$ cat src/rtl/ula_op_driver.sv
// Registered initiator for one combinational 8-bit ULA: request in, operands out, result back.
// Latency: accept at edge k, rsp_valid high after edge k+2. Backpressure: req_ready only in IDLE; the response is held until rsp_ready.
// Optional overflow event counter with ovf_count port: define ULA_DRV_OVF_COUNT_EN.
module ula_op_driver #(
    parameter int BITS  = 8,
    parameter int CNT_W = 8
) (
    input  logic             clock,
    input  logic             reset,
    input  logic             req_valid,
    output logic             req_ready,
    input  logic [BITS-1:0]  req_a,
    input  logic [BITS-1:0]  req_b,
    input  logic [1:0]       req_op,
    output logic [BITS-1:0]  ula_a,
    output logic [BITS-1:0]  ula_b,
    output logic [1:0]       ula_f,
    input  logic [BITS-1:0]  ula_saida,
    input  logic             ula_flag_o,
    output logic             rsp_valid,
    input  logic             rsp_ready,
    output logic [BITS-1:0]  rsp_saida,
    output logic             rsp_flag_o,
    output logic             ovf_sticky,
    input  logic             ovf_clr
`ifdef ULA_DRV_OVF_COUNT_EN
    ,
    output logic [CNT_W-1:0] ovf_count
`endif
);

    if (BITS < 1 || CNT_W < 1) begin : g_bad_param
        $error("ula_op_driver: BITS and CNT_W must be at least 1");
    end

    typedef enum logic [1:0] {
        S_IDLE    = 2'd0,
        S_ISSUE   = 2'd1,
        S_CAPTURE = 2'd2,
        S_RESP    = 2'd3
    } state_t;

    state_t state_q, state_d;

    logic [BITS-1:0] ula_a_q, ula_a_d;
    logic [BITS-1:0] ula_b_q, ula_b_d;
    logic [1:0]      ula_f_q, ula_f_d;
    logic [BITS-1:0] rsp_saida_q, rsp_saida_d;
    logic            rsp_flag_q, rsp_flag_d;
    logic            rsp_valid_q, rsp_valid_d;
    logic            ovf_sticky_q, ovf_sticky_d;

    logic accept;
    logic capture;
    logic rsp_done;
    logic ovf_set;

    // State register
    always_ff @(posedge clock or negedge reset) begin
        if (!reset) begin
            state_q <= S_IDLE;
        end else begin
            state_q <= state_d;
        end
    end

    // Next-state logic
    always_comb begin
        state_d = state_q;
        case (state_q)
            S_IDLE:    if (req_valid) state_d = S_ISSUE;
            S_ISSUE:   state_d = S_CAPTURE;
            S_CAPTURE: state_d = S_RESP;
            S_RESP:    if (rsp_ready) state_d = S_IDLE;
            default:   state_d = S_IDLE;
        endcase
    end

    // Output / control decode
    always_comb begin
        req_ready = 1'b0;
        accept    = 1'b0;
        capture   = 1'b0;
        rsp_done  = 1'b0;
        case (state_q)
            S_IDLE: begin
                req_ready = 1'b1;
                accept    = req_valid;
            end
            S_CAPTURE: capture  = 1'b1;
            S_RESP:    rsp_done = rsp_ready;
            default: ;
        endcase
    end

    assign ovf_set = capture && ula_flag_o;

    // Operands change only on acceptance so the ULA sees a stable input for the whole transaction.
    always_comb begin
        ula_a_d      = ula_a_q;
        ula_b_d      = ula_b_q;
        ula_f_d      = ula_f_q;
        rsp_saida_d  = rsp_saida_q;
        rsp_flag_d   = rsp_flag_q;
        rsp_valid_d  = rsp_valid_q;
        ovf_sticky_d = ovf_sticky_q;
        if (accept) begin
            ula_a_d = req_a;
            ula_b_d = req_b;
            ula_f_d = req_op;
        end
        if (capture) begin
            rsp_saida_d = ula_saida;
            rsp_flag_d  = ula_flag_o;
            rsp_valid_d = 1'b1;
        end else if (rsp_done) begin
            rsp_valid_d = 1'b0;
        end
        // A new overflow event outranks a simultaneous clear.
        if (ovf_set) begin
            ovf_sticky_d = 1'b1;
        end else if (ovf_clr) begin
            ovf_sticky_d = 1'b0;
        end
    end

    always_ff @(posedge clock or negedge reset) begin
        if (!reset) begin
            ula_a_q      <= '0;
            ula_b_q      <= '0;
            ula_f_q      <= '0;
            rsp_saida_q  <= '0;
            rsp_flag_q   <= 1'b0;
            rsp_valid_q  <= 1'b0;
            ovf_sticky_q <= 1'b0;
        end else begin
            ula_a_q      <= ula_a_d;
            ula_b_q      <= ula_b_d;
            ula_f_q      <= ula_f_d;
            rsp_saida_q  <= rsp_saida_d;
            rsp_flag_q   <= rsp_flag_d;
            rsp_valid_q  <= rsp_valid_d;
            ovf_sticky_q <= ovf_sticky_d;
        end
    end

    assign ula_a      = ula_a_q;
    assign ula_b      = ula_b_q;
    assign ula_f      = ula_f_q;
    assign rsp_saida  = rsp_saida_q;
    assign rsp_flag_o = rsp_flag_q;
    assign rsp_valid  = rsp_valid_q;
    assign ovf_sticky = ovf_sticky_q;

`ifdef ULA_DRV_OVF_COUNT_EN
    logic [CNT_W-1:0] ovf_count_q, ovf_count_d;

    // Saturating count; clear and increment together restart the count at one.
    always_comb begin
        ovf_count_d = ovf_count_q;
        if (ovf_set) begin
            if (ovf_clr) begin
                ovf_count_d = {{(CNT_W-1){1'b0}}, 1'b1};
            end else if (ovf_count_q != {CNT_W{1'b1}}) begin
                ovf_count_d = ovf_count_q + {{(CNT_W-1){1'b0}}, 1'b1};
            end
        end else if (ovf_clr) begin
            ovf_count_d = '0;
        end
    end

    always_ff @(posedge clock or negedge reset) begin
        if (!reset) begin
            ovf_count_q <= '0;
        end else begin
            ovf_count_q <= ovf_count_d;
        end
    end

    assign ovf_count = ovf_count_q;
`endif

endmodule
$ cat config.mk
export PLATFORM = sky130hd
export DESIGN_NAME = ula_op_driver
export DESIGN_NICKNAME = d
export VERILOG_FILES = /design/src/rtl/ula_op_driver.sv
export SDC_FILE = /design/constraint.sdc
export NUM_CORES = 1
export LEC_CHECK = 0
export ABC_AREA = 1
export BUFFER_PORTS_ARGS = -buffer_cell sky130_fd_sc_hd__buf_2
export CAP_MARGIN = 20
export CORE_ASPECT_RATIO = 1.1
export CORE_MARGIN = 10
export CORE_UTILIZATION = 41
export CTS_CLUSTER_DIAMETER = 100
export DETAILED_ROUTE_END_ITERATION = 7
export PLACE_DENSITY = 0.75
export REMOVE_ABC_BUFFERS = 1
export SLEW_MARGIN = 20
export SYNTH_ARGS = -nofsm -noshare
export SYNTH_HDL_FRONTEND = slang
export SYNTH_SLANG_ARGS = --single-unit
$ cat constraint.sdc
create_clock -name clock -period 1.1 [get_ports clock]
set_input_delay 0 -clock clock [delete_from_list [all_inputs] [get_ports clock]]
set_output_delay 0 -clock clock [all_outputs]
set_load 0.01 [all_outputs]
## After elaboration in Yosys (flattened, before gate mapping)

Cells that the tools add are included.
Widths: inputs -> output; s select.

- Eq/ne operators: 5
- Multiplexer cells: 11
- Reductions and logical operators: 5

Operator list:

| kind | number |
|---|---|
| $mux 1 | 8 |
| $pmux 2 s4 | 1 |
| $eq 2x2->1 const B | 2 |
| $mux 2 | 2 |
| $ne 2x2->1 const B | 2 |
| $reduce_bool 2->1 | 2 |
| $eq 2x1->1 const B | 1 |
| $logic_not 2->1 | 1 |
| $reduce_and 2->1 | 1 |
| $logic_and 1x1->1 | 1 |

- Register bits after elaboration: 31
- Word-level logic and storage cells: 29

## Logic depth before layout (Yosys ltp)

- Depth in word-level cells: 4
- Gate-level depth with buffers: 7
- Mapped depth without buffers: 6

## Worst setup path after synthesis

No wires, ideal clock.

- Path kind: register to register
- Start: reg state_q[0]
- End: reg ula_a_q[0] (netlist: ula_a[0])
- Arrival time: 1.145 ns
- Data required time: 0.983 ns
- Slack: -0.162 ns
- Cell stages (with the launch flop): 7
- Buffers on the path: 1
- Clock period less this slack: 1.262 ns
- Path through: dfrtp_1 -> inv_1 -> ha_1 -> nand2_2 -> buf_6 -> nand2_1 -> nand2_1

- Longest elaborated chain between the ends: 2

Ends and longest elaborated chain:

| what | RTL line | source |
|---|---|---|
| from (decl) | 43 | `state_t state_q, state_d;` |
| from (signal assigned) | 63 | `state_q <= state_d;` |
| $logic_not 2->1 | 85 | `case (state_q)` |
| $mux 1 | 85 |  |
| to (signal assigned) | 137 | `ula_a_q <= ula_a_d;` |
| to (decl) | 45 | `logic [BITS-1:0] ula_a_q, ula_a_d;` |

No other way between the ends.
A chain may end at the register's enable or synchronous reset.

## Worst setup path after layout

- Start: reg state_q[0]
- End: out req_ready

- Longest elaborated chain between the ends: 2

Ends and longest elaborated chain:

| what | RTL line | source |
|---|---|---|
| $logic_not 2->1 | 85 |  |
| $mux 1 | 85 |  |
| to (decl) | 11 | `output logic req_ready,` |

No other way between the ends.

==> results.yml <==
finish:
  multi_input_area_um2: 492
  fillers: 234
  drive_above_1_share_pct: 38.5
  layout.nets: 287
  seq_area_um2: 776
  area_growth_pct: 64.5
power_and_ir_drop:
  switching_power_mw: 2.23
  swShare_pct: 39.1
  power_frac_seq_pct: 34.8
  worst_ir_drop_vdd_mv: 1.84
  pwr-share-comb_pct: 48.6
  pwr-share-clk_pct: 16.6
  intPower_mw: 3.48
  total_leakage_power_nw: 1.21
  power_per_cell_area_nw_per_um2: 2610
global_routing:
  grt_max_degree: 21
  gr-total-overflow: 0
  grt_usage_pct: 14.2
  grt_pass1_vias: 1360
  antenna_found_initial: 1
  grt_first_pass_wirelength_um: 6470
setup_path:
  cp_common_cell: "buf_6"
  startpoint: "state_q[0]"
  critPathMaxStageDelay_ps: 400
  cp-start-kind: "register"
  critPathKind: "register to output pin"
  arrival_ps: 1210
  r2r-start: "state_q[1]"
  required_ps: 1100
  crit_chain: "inv_2 > ha_4 > buf_6 > buf_6"
  cp_num_buf_inv: 3
  endpoint_kind: "output pin"
  crit_fanout: 5
  cp_slowest_cell: "dfrtp_1"
  cpLargestDelayFamily: "flip-flops"
status:
  failed_checks: "negative setup slack"
  status: "finished with violations"
routing:
  drtIter0Drc: 86
  drc: 0
  routed_wl_um: 4390
  num_vias: 1317
  dr.pass1.iters: 4
  via_per_inst: 4.59
  ant_nets: 0
  avgRoutedWirePerCell_um: 15.3
cts:
  clockBufferDepth: 2
  clk_latency_ps: 340
  tritoncts: "yes"
  clockRootBuffer: "clkbuf_4"
  htreeDepth: 2
  clk_pin_slew_ps: 100
  cts_buffers: 5
  clkSinkCount: 31
logic_synthesis:
  synthSimpleGateAreaFrac_pct: 24.2
  synth-xor-area-share_pct: 0
  ys_types: 12
  avgSynthCellArea_um2: 9.18
  yosysSeqAreaShare_pct: 58.3
  yosysTopAreaCell: "dfrtp_1"
  netlist_instances: 145
  synthAdderAreaFrac_pct: 3.76
  synth_top_family_by_area: "simple AND/OR/NAND/NOR gates"
  ys.warnings.count: 0
  yosys-top-cells-area: "dfrtp_1, nand2_1, nand3_1, inv_1, ha_1"
  synth_compound_gate_area_share_pct: 3.76
  yosys_register_bits: 31
  synthMuxAreaShare_pct: 0
  synth_top_area_share_pct: 58.3
  syn-cell-area_um2: 1330
worst_hold_path:
  hp-class: "primary input to async pin"
placed_design:
  place.port_buffers: 61
  dp_hpwl_um: 2620
  gp_congestion: 0.721
  dp_slack_ps: -196
floorplanning:
  num_io_pins: 62
  die_h_um: 79.8
  core_um2: 3070
  rows: 21
  die_w_um: 74.3
  dieArea_um2: 5930
  start_util_pct: 43.3
sta:
  rsz0062_at_grt: "true"
  final.min_clock_period_ps: 1210
  slew_headroom_pct: 70.3
  setup_viol: 22
  period_share_pct: 110
  worst_slack_ps: -114
  slew_violations: 0
  clock_skew_ps: 8.55
  hold_ws_ps: 135
  worst_pin_slew_ps: 446
  max_freq_mhz: 824
  hold_violations: 0
run:
  max-cap-violations: 0
-- final cells by class --
| class | count | share of cell area [%] |
|---|---|---|
| sequential | 31 | 35.4 |
| timing repair buffer | 105 | 33.4 |
| multi-input combinational | 92 | 22.5 |
| inverter | 16 | 2.74 |
| clock buffer | 6 | 2.34 |
| tap | 34 | 1.94 |
| clock inverter | 2 | 1.60 |
| antenna | 1 | 0.114 |
-- metrics by stage --
stage / instance area [um^2] / utilization (%) / std cells / power, mW / setup TNS (ps)
detailed placement: 1660 / 53.9 / 240 / 4.18 / -3950
global placement: 1660 / 53.9 / 240 / 4.10 / -3060
CTS: 2130 / 69.1 / 282 / 5.48 / -973
finish: 2190 / 71.2 / 287 / 5.71 / -723
global route: 2190 / 71.2 / 287 / 6.13 / -3020
floorplan: 1260 / - / 138 / 3.12 / -9740
-- flip-flops by register name, summed over array words and instances (netlist names) --
name	cells
ovf_sticky	1
rsp_flag_o	1
rsp_saida	8
rsp_valid	1
state_q	2
ula_a	8
ula_b	8
ula_f	2
-- kinds of logic after synthesis --
family                   after synthesis
AND/OR/NAND/NOR                       77
flip-flops                            31
buffers and inverters                 23
AO/OA/AOI/OAI                         10
adder cells (fa/ha/maj)                4
-- worst paths after layout --
kind / endpoint / slack [ps] / cells after the start
hold reg to reg: rsp_valid / 480 / 2
hold / removal: ula_a[0] / 130 / 2
setup reg to reg: state_q[0] / -60 / 8
min in group clock: ovf_sticky / 380 / 3
setup / recovery: req_ready / -110 / 4
max in group asynchronous: rsp_saida[0] / 420 / 3
-- timing repair --
item                                    4_1_cts  5_1_grt
gates cloned                                  0        1
hold endpoints to repair                     60        0
pin swaps                                     3        1
endpoints found under the setup margin       31       32
resized for setup                            12        8
hold buffers                                 31        0
setup buffers                                 4        3
-- cell usage in the layout (no fill, tap or decap) --
cell | Yosys | final
buf_2 | 0 | 60
nand2_1 | 54 | 52
dlygate4sd3_1 | 0 | 31
dfrtp_1 | 31 | 31
nand3_1 | 20 | 19
inv_1 | 16 | 12
buf_4 | 1 | 10
o21ai_0 | 9 | 9
clkbuf_4 | 0 | 5
inv_2 | 0 | 4
buf_6 | 3 | 4
nand2_2 | 3 | 3
nand2_4 | 0 | 2
ha_4 | 0 | 2
ha_2 | 0 | 2
diode_2 | 0 | 1
nand2_8 | 0 | 1
nand3_2 | 0 | 1
o21ai_1 | 1 | 1
clkbuf_8 | 2 | 1
clkinv_2 | 0 | 1
bufinv_16 | 0 | 1
-- layer usage --
layer | track usage [%] | share of wire, % | vias to the layer above
met5 | 0 | 0 | -
met4 | 7.69 | 1.6 | 0
met1 | 14.4 | 36 | 599
met3 | 3.98 | 6.4 | 7
li1 | - | - | 662
met2 | 25.3 | 56 | 49
-- power by group through the flow --
stage                     clock, mW  combinational (mW)  sequential (mW)
after detailed placement          0                2.19             1.99
after CTS                     0.959                2.55             1.97
after floorplan                   0               0.899             2.22
after global routing           1.01                3.07             2.05
final                         0.948                2.77             1.99
after global placement            0                2.14             1.96
-- synth_stat cells --
cell type / instances
dfrtp_1: 31
nand2_1: 54
o21ai_1: 1
ha_1: 4
o21ai_0: 9
clkbuf_8: 2
buf_4: 1
nand3_1: 20
nand2_2: 3
inv_1: 16
clkbuf_2: 1
buf_6: 3
Note: power is estimated with default switching activity, not from simulation.
